## config.mk

```make
export PLATFORM = sky130hd
export DESIGN_NAME = line_bank_ctrl
export DESIGN_NICKNAME = d
export VERILOG_FILES = /design/src/rtl/video_pkg.sv /design/src/rtl/sync_edge.sv /design/src/rtl/line_bank_ctrl.sv
export SDC_FILE = /design/constraint.sdc
export NUM_CORES = 1
export LEC_CHECK = 0
export BUFFER_PORTS_ARGS = -buffer_cell sky130_fd_sc_hd__buf_2
export CAP_MARGIN = 20
export CORE_MARGIN = 2
export CORE_UTILIZATION = 56
export CTS_CLUSTER_SIZE = 10
export DETAILED_ROUTE_END_ITERATION = 10
export PLACE_DENSITY = 0.8
export SLEW_MARGIN = 20
export SYNTH_ARGS = -nofsm -noshare
export SYNTH_HDL_FRONTEND = slang
export SYNTH_SLANG_ARGS = --single-unit
```

## constraint.sdc

```tcl
create_clock -name clk -period 2.5 [get_ports clk]
set_input_delay 0.75 -clock clk [delete_from_list [all_inputs] [get_ports clk]]
set_output_delay 0.75 -clock clk [all_outputs]
set_load 0.01 [all_outputs]
```

## src/rtl/video_pkg.sv

```systemverilog
// Shared types and defaults for the video input path: FSM state encodings,
// bank identifier and the default line/band geometry.
package video_pkg;

    localparam int H_MAX_DEF      = 1280;
    localparam int BAND_LINES_DEF = 45;

    typedef logic bank_t;

    typedef enum logic [0:0] {
        W_IDLE = 1'b0,
        W_FILL = 1'b1
    } wr_state_t;

    typedef enum logic [1:0] {
        R_IDLE  = 2'd0,
        R_OFFER = 2'd1,
        R_BUSY  = 2'd2
    } rd_state_t;

    // Snapshot of both FSMs, kept as one probe point for checkers.
    typedef struct packed {
        wr_state_t wr_state;
        rd_state_t rd_state;
    } fsm_dbg_t;

    function automatic bank_t other_bank(input bank_t b);
        return ~b;
    endfunction

endpackage

```

## src/rtl/sync_edge.sv

```systemverilog
// Registers one sync input and produces single-cycle rise/fall pulses
// relative to the previous cycle's level.
module sync_edge
(
    input  logic clk,
    input  logic reset_n,
    input  logic sig,
    output logic rise,
    output logic fall
);

    logic sig_q;

    always_ff @(posedge clk or negedge reset_n) begin
        if (!reset_n) begin
            sig_q <= 1'b0;
        end else begin
            sig_q <= sig;
        end
    end

    assign rise = sig & ~sig_q;
    assign fall = ~sig & sig_q;

endmodule

```

## src/rtl/line_bank_ctrl.sv

```systemverilog
// Ping-pong line-buffer controller: counts lines/pixels from vs/hs/de, fills
// one of two banks per line and offers each completed bank to the reader.
module line_bank_ctrl
    import video_pkg::*;
#(
    parameter int H_MAX      = H_MAX_DEF,
    parameter int ADDR_W     = 11,
    parameter int BAND_LINES = BAND_LINES_DEF,
    parameter int LINE_W     = 12
)
(
    input  logic              clk,
    input  logic              reset_n,
    input  logic              vs,
    input  logic              hs,
    input  logic              de,
    output logic              wr_en,
    output logic              wr_bank,
    output logic [ADDR_W-1:0] wr_addr,
    output logic [LINE_W-1:0] line_cnt,
    output logic              frame_start,
    output logic              rd_req,
    output logic              rd_bank,
    output logic [ADDR_W:0]   rd_len,
    input  logic              rd_ack,
    input  logic              rd_done,
    output logic              overrun,
    output logic [15:0]       ovr_cnt
);

    localparam logic [ADDR_W:0]   LEN_MAX  = (ADDR_W + 1)'(H_MAX);
    localparam logic [LINE_W-1:0] LINE_TOP = LINE_W'(BAND_LINES);

    logic hs_rise, hs_fall;
    logic vs_rise, vs_fall;

    sync_edge u_hs_edge (
        .clk     (clk),
        .reset_n (reset_n),
        .sig     (hs),
        .rise    (hs_rise),
        .fall    (hs_fall)
    );

    sync_edge u_vs_edge (
        .clk     (clk),
        .reset_n (reset_n),
        .sig     (vs),
        .rise    (vs_rise),
        .fall    (vs_fall)
    );

    wr_state_t          wr_state, wr_state_nxt;
    rd_state_t          rd_state, rd_state_nxt;
    logic [ADDR_W:0]    fill_len, fill_len_nxt;
    bank_t              cur_bank, cur_bank_nxt;
    logic [LINE_W-1:0]  line_nxt;
    logic               pix_wr;
    logic [ADDR_W-1:0]  pix_addr;
    logic               handoff;
    logic               drop_line;
    logic               other_free;
    fsm_dbg_t           dbg_state;
    logic               unused_sig;

    assign dbg_state  = '{wr_state: wr_state, rd_state: rd_state};
    assign unused_sig = ^{hs_fall, vs_rise, dbg_state};

    // ------------------------------------------------------------------
    // Line counter and frame-start pulse
    // ------------------------------------------------------------------
    always_comb begin
        line_nxt = line_cnt;
        if (!vs) begin
            line_nxt = '0;
        end else if (hs_rise) begin
            line_nxt = (line_cnt == LINE_TOP) ? LINE_W'(1) : line_cnt + LINE_W'(1);
        end
    end

    always_ff @(posedge clk or negedge reset_n) begin
        if (!reset_n) begin
            line_cnt    <= '0;
            frame_start <= 1'b0;
        end else begin
            line_cnt    <= line_nxt;
            frame_start <= (line_cnt == '0) && (line_nxt != '0);
        end
    end

    // A release arriving on the hs-rise cycle frees the bank just in time.
    assign other_free = (rd_state == R_IDLE) || ((rd_state == R_BUSY) && rd_done);

    // ------------------------------------------------------------------
    // Write FSM: line boundary first, then the pixel of this cycle, so a
    // pixel coinciding with hs lands at address 0 of the new line.
    // ------------------------------------------------------------------
    always_comb begin
        wr_state_nxt = wr_state;
        fill_len_nxt = fill_len;
        cur_bank_nxt = cur_bank;
        pix_wr       = 1'b0;
        pix_addr     = '0;
        handoff      = 1'b0;
        drop_line    = 1'b0;
        if (vs_fall) begin
            wr_state_nxt = W_IDLE;
            fill_len_nxt = '0;
        end else begin
            case (wr_state)
                W_IDLE: begin
                    if (vs) begin
                        wr_state_nxt = W_FILL;
                    end
                end
                W_FILL: begin
                    if (hs_rise) begin
                        fill_len_nxt = '0;
                        if (fill_len != '0) begin
                            if (other_free) begin
                                handoff      = 1'b1;
                                cur_bank_nxt = other_bank(cur_bank);
                            end else begin
                                drop_line = 1'b1;
                            end
                        end
                    end
                    // Pixels past the bank depth are discarded, never wrapped.
                    if (de && (fill_len_nxt < LEN_MAX)) begin
                        pix_wr       = 1'b1;
                        pix_addr     = fill_len_nxt[ADDR_W-1:0];
                        fill_len_nxt = fill_len_nxt + (ADDR_W + 1)'(1);
                    end
                end
                default: wr_state_nxt = W_IDLE;
            endcase
        end
    end

    // ------------------------------------------------------------------
    // Read FSM: one outstanding bank at a time.
    // ------------------------------------------------------------------
    always_comb begin
        rd_state_nxt = rd_state;
        case (rd_state)
            R_IDLE: begin
                if (handoff) begin
                    rd_state_nxt = R_OFFER;
                end
            end
            R_OFFER: begin
                if (rd_ack) begin
                    rd_state_nxt = R_BUSY;
                end
            end
            R_BUSY: begin
                if (rd_done) begin
                    rd_state_nxt = handoff ? R_OFFER : R_IDLE;
                end
            end
            default: rd_state_nxt = R_IDLE;
        endcase
    end

    always_ff @(posedge clk or negedge reset_n) begin
        if (!reset_n) begin
            wr_state <= W_IDLE;
            rd_state <= R_IDLE;
            fill_len <= '0;
            cur_bank <= 1'b0;
            wr_en    <= 1'b0;
            wr_addr  <= '0;
            rd_bank  <= 1'b0;
            rd_len   <= '0;
            overrun  <= 1'b0;
            ovr_cnt  <= '0;
        end else begin
            wr_state <= wr_state_nxt;
            rd_state <= rd_state_nxt;
            fill_len <= fill_len_nxt;
            cur_bank <= cur_bank_nxt;
            wr_en    <= pix_wr;
            wr_addr  <= pix_addr;
            overrun  <= drop_line;
            if (drop_line && (ovr_cnt != '1)) begin
                ovr_cnt <= ovr_cnt + 16'd1;
            end
            if (handoff) begin
                rd_bank <= cur_bank;
                rd_len  <= fill_len;
            end
        end
    end

    assign wr_bank = cur_bank;
    assign rd_req  = (rd_state == R_OFFER);

endmodule
```

# After elaboration in Yosys (flattened, before gate mapping)
# Cells that the tools add are included.
# classes
n_addsub	3
magnitude_cmp	1
n_eq_ne	7
mux	33
bitwise_logic	6
reduce_logical	12
# ops
operator	n
$mux W12	9
$mux W11	3
$add A12 B1 Y12 const B	2
$reduce_bool A12 Y1	2
$mux W1	17
$add A16 B1 Y16 const B	1
$ne A16 B16 Y1 const B	1
$eq A12 B6 Y1 const B	1
$logic_not A12 Y1	1
$lt A12 B11 Y1 const B	1
$mux W2	3
$pmux W2 S3	1
$reduce_and A5 Y1	1
$logic_and A1 B1 Y1	4
$ne A2 B2 Y1 const B	2
$not A1 Y1	4
$reduce_and A3 Y1	1
$and A1 B1 Y1	2
$eq A2 B1 Y1 const B	1
$eq A2 B2 Y1 const B	1
$logic_not A2 Y1	1
$ne A2 B1 Y1 const B	1
$reduce_bool A2 Y1	1
$logic_or A1 B1 Y1	1
# word_totals
register_bits	73
in_bits	7
out_inout_bits	57

# Logic depth before layout (Yosys ltp)
# logic_depth
depth_word	11
mapped_depth	9
ltp_nobuf	7

# Cells and area by module
# From an unflattened synthesis, not the netlist that was laid out.
# hier_totals
hier_cells	344
hier_area_um2	3558.4
# modules_own_cells
mod	instances	cells_each	area_each_um2	seq_area_each_um2
line_bank_ctrl	1	338	3478.3	1776.7
sync_edge	2	3	40.0	25.0

# Least setup slack after synthesis
# Ideal clock, no wire load.
# synth_path
path_type	in2reg
startpoint	in hs
endpoint	reg fill_len[8]
setup_ns	0.133
t_arrival_ns	2.188
required_time_ns	2.367
slack_ns	0.180
path_stages	9
cell_sequence	nand2b_1 buf_2 buf_2 and2_1 ha_1 nand3_1 nor4b_1 or2_2 a31oi_1
# synth_between
elab_chain_len	9
# synth_lines
item	line	rtl
start, declared	line_bank_ctrl.sv:15	input logic hs,
$and A1 B1 Y1 (*)	sync_edge.sv:22	assign rise = sig & ~sig_q;
$mux W12 (*)	line_bank_ctrl.sv:117	if (hs_rise) begin
$mux W12 (*)	line_bank_ctrl.sv:110	case (wr_state)
$mux W12 (*)	line_bank_ctrl.sv:106	if (vs_fall) begin
$lt A12 B11 Y1	line_bank_ctrl.sv:129	if (de && (fill_len_nxt < LEN_MAX)) begin
$logic_and A1 B1 Y1	line_bank_ctrl.sv:129	
$mux W12 (*)	line_bank_ctrl.sv:129	
$mux W12 (*)	line_bank_ctrl.sv:110	
$mux W12 (*)	line_bank_ctrl.sv:106	
end signal, assigned	line_bank_ctrl.sv:180	fill_len <= fill_len_nxt;
end, declared	line_bank_ctrl.sv:55	logic [ADDR_W:0] fill_len, fill_len_nxt;
# Every way passes the cells marked *; elsewhere a longest branch is shown, timed or not. The select of a mux whose other input is x is not followed.
# A chain may end at the register's enable or synchronous reset.

# Worst setup path after layout
# Ends and elaborated chain as after synthesis.

==> metrics.txt <==
# TYPE chip_impl_metric gauge
chip_impl_metric{name="finalSetupViolations",unit=""} 0
chip_impl_metric{name="worst_ir_drop_vdd",unit="uV"} 445.6
chip_impl_info{name="timing.hold.worst.class",value="in2async"} 1
chip_impl_info{name="netlist_top_cells_area",value="dfrtp_1 (51%), xnor2_1 (5.9%), mux2_2 (3.8%), nand3_1 (3.7%), and3_1 (2.3%)"} 1
chip_impl_metric{name="final.fill_count",unit=""} 488
chip_impl_metric{name="drt-initial-drc-count",unit=""} 196
chip_impl_metric{name="grt_antenna_before_repair",unit=""} 0
chip_impl_metric{name="post_synth_and_or_nand_nor_area_fraction",unit=""} 0.2388
chip_impl_metric{name="placement.io_buffers",unit=""} 63
chip_impl_info{name="status",value="finished, final reports clean"} 1
chip_impl_metric{name="post_drt_via_cell_ratio",unit=""} 5.677
chip_impl_metric{name="hold_ws",unit="ps"} 396.4
chip_impl_metric{name="crit_arrival",unit="ps"} 2280
chip_impl_metric{name="cts_made_buffers",unit=""} 9
chip_impl_metric{name="number_of_instances_resized_during_post_cts_repair",unit=""} 0
chip_impl_info{name="unrepaired_setup_endpoints_after_global_routing",value="false"} 1
chip_impl_metric{name="grt-ovfl-total",unit=""} 0
chip_impl_metric{name="ff2ff_setup_slack",unit="ps"} 480
chip_impl_metric{name="worst_setup_hold_path_clk_slew",unit="ps"} 80
chip_impl_info{name="synthMostInstantiatedCell",value="dfrtp_1"} 1
chip_impl_metric{name="share_of_the_synthesized_area_in_compound_gates_ao_oa_aoi_oai",unit=""} 0.07538
chip_impl_metric{name="critPathRequiredTime",unit="ps"} 2710
chip_impl_metric{name="yosys.area_share.xor_xnor",unit=""} 0.07397
chip_impl_info{name="worstSetupPathType",value="in2reg"} 1
chip_impl_metric{name="synth_async_sr_flop_share",unit=""} 1.000
chip_impl_metric{name="grt_max_degree",unit=""} 74
chip_impl_info{name="synth_top_cell_by_area",value="dfrtp_1"} 1
chip_impl_metric{name="grt.total_usage",unit=""} 0.2215
chip_impl_metric{name="p_leak",unit="nW"} 2.104
chip_impl_metric{name="max-slew-margin-rel",unit=""} 0.6287
chip_impl_metric{name="timing.clock.skew",unit="ps"} 10.03
chip_impl_metric{name="dp.final_hpwl",unit="um"} 5050
chip_impl_metric{name="timing.final.hold_violations",unit=""} 0
chip_impl_metric{name="area_growth_syn_to_layout",unit="%"} 18.77
chip_impl_info{name="dominant_combinational_cell_family_by_area_after_synthesis",value="simple AND/OR/NAND/NOR gates"} 1
chip_impl_metric{name="cts.sinks",unit=""} 73
chip_impl_info{name="critical_path.endpoint_type",value="flip-flop"} 1
chip_impl_metric{name="floorplan.io_pins",unit=""} 64
chip_impl_metric{name="synthesis.area_per_instance",unit="um2"} 10.76
chip_impl_metric{name="timing_max_transition_violations_final",unit=""} 0
chip_impl_metric{name="place_congestion",unit=""} 0.9018
chip_impl_metric{name="post_synth_net_total",unit=""} 343
chip_impl_metric{name="setup_tns",unit="ps"} 0
chip_impl_metric{name="clock_tree.buffer_depth",unit=""} 2
chip_impl_info{name="crit_path_start_kind",value="input pin"} 1
chip_impl_metric{name="synth_edf_count",unit=""} 0
chip_impl_metric{name="floorplan.initialDensity",unit=""} 0.5692
chip_impl_info{name="synth-main-ff-cell",value="dfrtp_1"} 1
chip_impl_metric{name="synthesis.area",unit="mm2"} 0.003552
chip_impl_metric{name="drive_gt1_frac",unit=""} 0.2734
chip_impl_metric{name="drc",unit=""} 0
chip_impl_info{name="root_buffer",value="clkbuf_8"} 1
chip_impl_metric{name="worstSkewPairLatency",unit="ps"} 350
chip_impl_metric{name="finalWorstPathRequiredPeriod",unit="ps"} 2066
chip_impl_metric{name="grt_pass1_vias",unit=""} 2540
chip_impl_metric{name="fp-row-count",unit=""} 29
chip_impl_metric{name="synth.area.mux_share",unit=""} 0.04438
chip_impl_metric{name="synth_cells",unit=""} 330
chip_impl_metric{name="global_route_wire_length_before_repair",unit="um"} 12360
chip_impl_metric{name="drv_cap",unit=""} 0
chip_impl_metric{name="cts-htree-levels",unit=""} 3
chip_impl_metric{name="synth.ff_latch_count",unit=""} 73
chip_impl_metric{name="powerDensity",unit="mW/mm2"} 631.9
chip_impl_metric{name="fp.dieH",unit="um"} 83.65
chip_impl_metric{name="placeableCoreArea",unit="mm2"} 0.006241
chip_impl_metric{name="worstMarginPinSlew",unit="ps"} 551.9
chip_impl_metric{name="yosys.area.top_type_share",unit=""} 0.5143
chip_impl_metric{name="via_count",unit=""} 2742
chip_impl_metric{name="postcts_setup_bufs",unit=""} 0
chip_impl_metric{name="post_drt_wl_per_cell",unit="um"} 15.13
chip_impl_info{name="tritoncts_clock_tree",value="yes"} 1
chip_impl_metric{name="detail_route.first_pass.iterations",unit=""} 4
chip_impl_metric{name="chip_width",unit="um"} 83.65
chip_impl_metric{name="synthAdderAreaFrac",unit=""} 0.02113
chip_impl_metric{name="routed_wl",unit="um"} 7307
chip_impl_metric{name="critical_path_peak_fanout",unit=""} 5
chip_impl_metric{name="synth_sequential_area_ratio",unit=""} 0.5143
chip_impl_metric{name="ys.warnings.count",unit=""} 0
chip_impl_metric{name="antenna_left",unit=""} 0
chip_impl_metric{name="dieArea",unit="mm2"} 0.006996
chip_impl_metric{name="fin_nets",unit=""} 414
chip_impl_metric{name="num_antenna_cells",unit=""} 0
chip_impl_metric{name="fmaxAchievable",unit="GHz"} 0.4840
chip_impl_metric{name="cts.hold.buffers_added",unit=""} 0
chip_impl_info{name="commonest_cells_in_the_synthesized_netlist",value="dfrtp_1 (73), nand3_1 (26), xnor2_1 (24)"} 1
chip_impl_metric{name="finalCritPeriodShare",unit=""} 0.8265
chip_impl_metric{name="yosys.cell_types.count",unit=""} 53
==> per-layer routing <==
metal  track usage  share of wire
met3       0.05045          0.061
met5             0              0
met1        0.3121           0.48
met4       0.09824          0.014
met2        0.3302           0.45
==> placed cells by master (no fill, tap or decap), types with 11 or more instances in the layout <==
| cell type | synthesis | final |
|---|---|---|
| nand2_1 | 21 | 21 |
| and2_1 | 12 | 12 |
| mux2_2 | 12 | 12 |
| o21ai_0 | 13 | 13 |
| and3_1 | 13 | 13 |
| nor2_1 | 20 | 20 |
| dfrtp_1 | 73 | 73 |
| xnor2_1 | 24 | 24 |
| nand3_1 | 26 | 26 |
| buf_2 | 8 | 63 |
| nand4_1 | 11 | 11 |
==> area by class of cell <==
class | count | area [um2] | share of cell area
flip-flops and latches | 73 | 1827 | 0.4330
multi-input cells | 235 | 1612 | 0.3820
repair buffers | 74 | 410.4 | 0.09727
clock buffers | 10 | 127.6 | 0.03025
clock inverters | 6 | 116.4 | 0.02758
well taps | 77 | 96.34 | 0.02284
inverters | 8 | 30.03 | 0.007117
==> critical path: stages <==
cell and delay [ps]:
buf_2 120, nand2b_1 120, and2_1 180, ha_1 180
nand3_1 130, nor4b_1 500, or2_2 200, a31oi_1 90
==> cell families after synthesis <==
group,count (synthesis)
and+or+nand+nor,145
DFF,73
AOI/OAI and AO/OA,40
xor gates and xnor gates,30
buffers and inverters,22
muxes,14
adders and majority gates,6
==> path summary, 6_finish.rpt <==
| check | start | endpoint | depth (start not counted) |
|---|---|---|---|
| min in group clk | rd_state[0] | rd_state[1] | 1 |
| worst max register to register | line_cnt[0] | frame_start | 5 |
| worst min register to register | rd_state[0] | rd_state[1] | 1 |
| worst min-delay path | reset_n | ovr_cnt[3] | 2 |
| worst max-delay path | hs | fill_len[8] | 8 |
| max in group asynchronous | reset_n | ovr_cnt[8] | 2 |
==> flip-flops by register name (all words and copies together) (netlist names) <==
signal / flops
line_cnt: 12
ovr_cnt: 16
wr_bank: 1
u_hs_edge.sig_q: 1
fill_len: 12
rd_len: 12
frame_start: 1
wr_en: 1
wr_addr: 11
overrun: 1
rd_bank: 1
rd_state: 2
wr_state: 1
u_vs_edge.sig_q: 1
==> report_power, final <==
part	internal (mW)	switching (mW)	leakage [nW]	total (mW)
combinational	0.117	0.155	0.982	0.271
clock	0.668	0.444	0.121	1.11
sequential	1.24	0.0473	1.00	1.28
total	2.02	0.646	2.10	2.67
==> stage by stage <==
stage / utilization / setup slack (ps) / power (mW) / instances / cell area, um2
floorplan: - / 179.5 / 1.455 / 330 / 3552
global placement: 0.6369 / 256.0 / 1.567 / 467 / 3975
detailed placement: 0.6369 / 133.3 / 1.578 / 467 / 3975
CTS: 0.6760 / 480.4 / 2.693 / 483 / 4219
global route: 0.6760 / 315.5 / 2.777 / 483 / 4219
finish: 0.6760 / 433.8 / 2.666 / 483 / 4219
(Power assumes the default switching activity.)
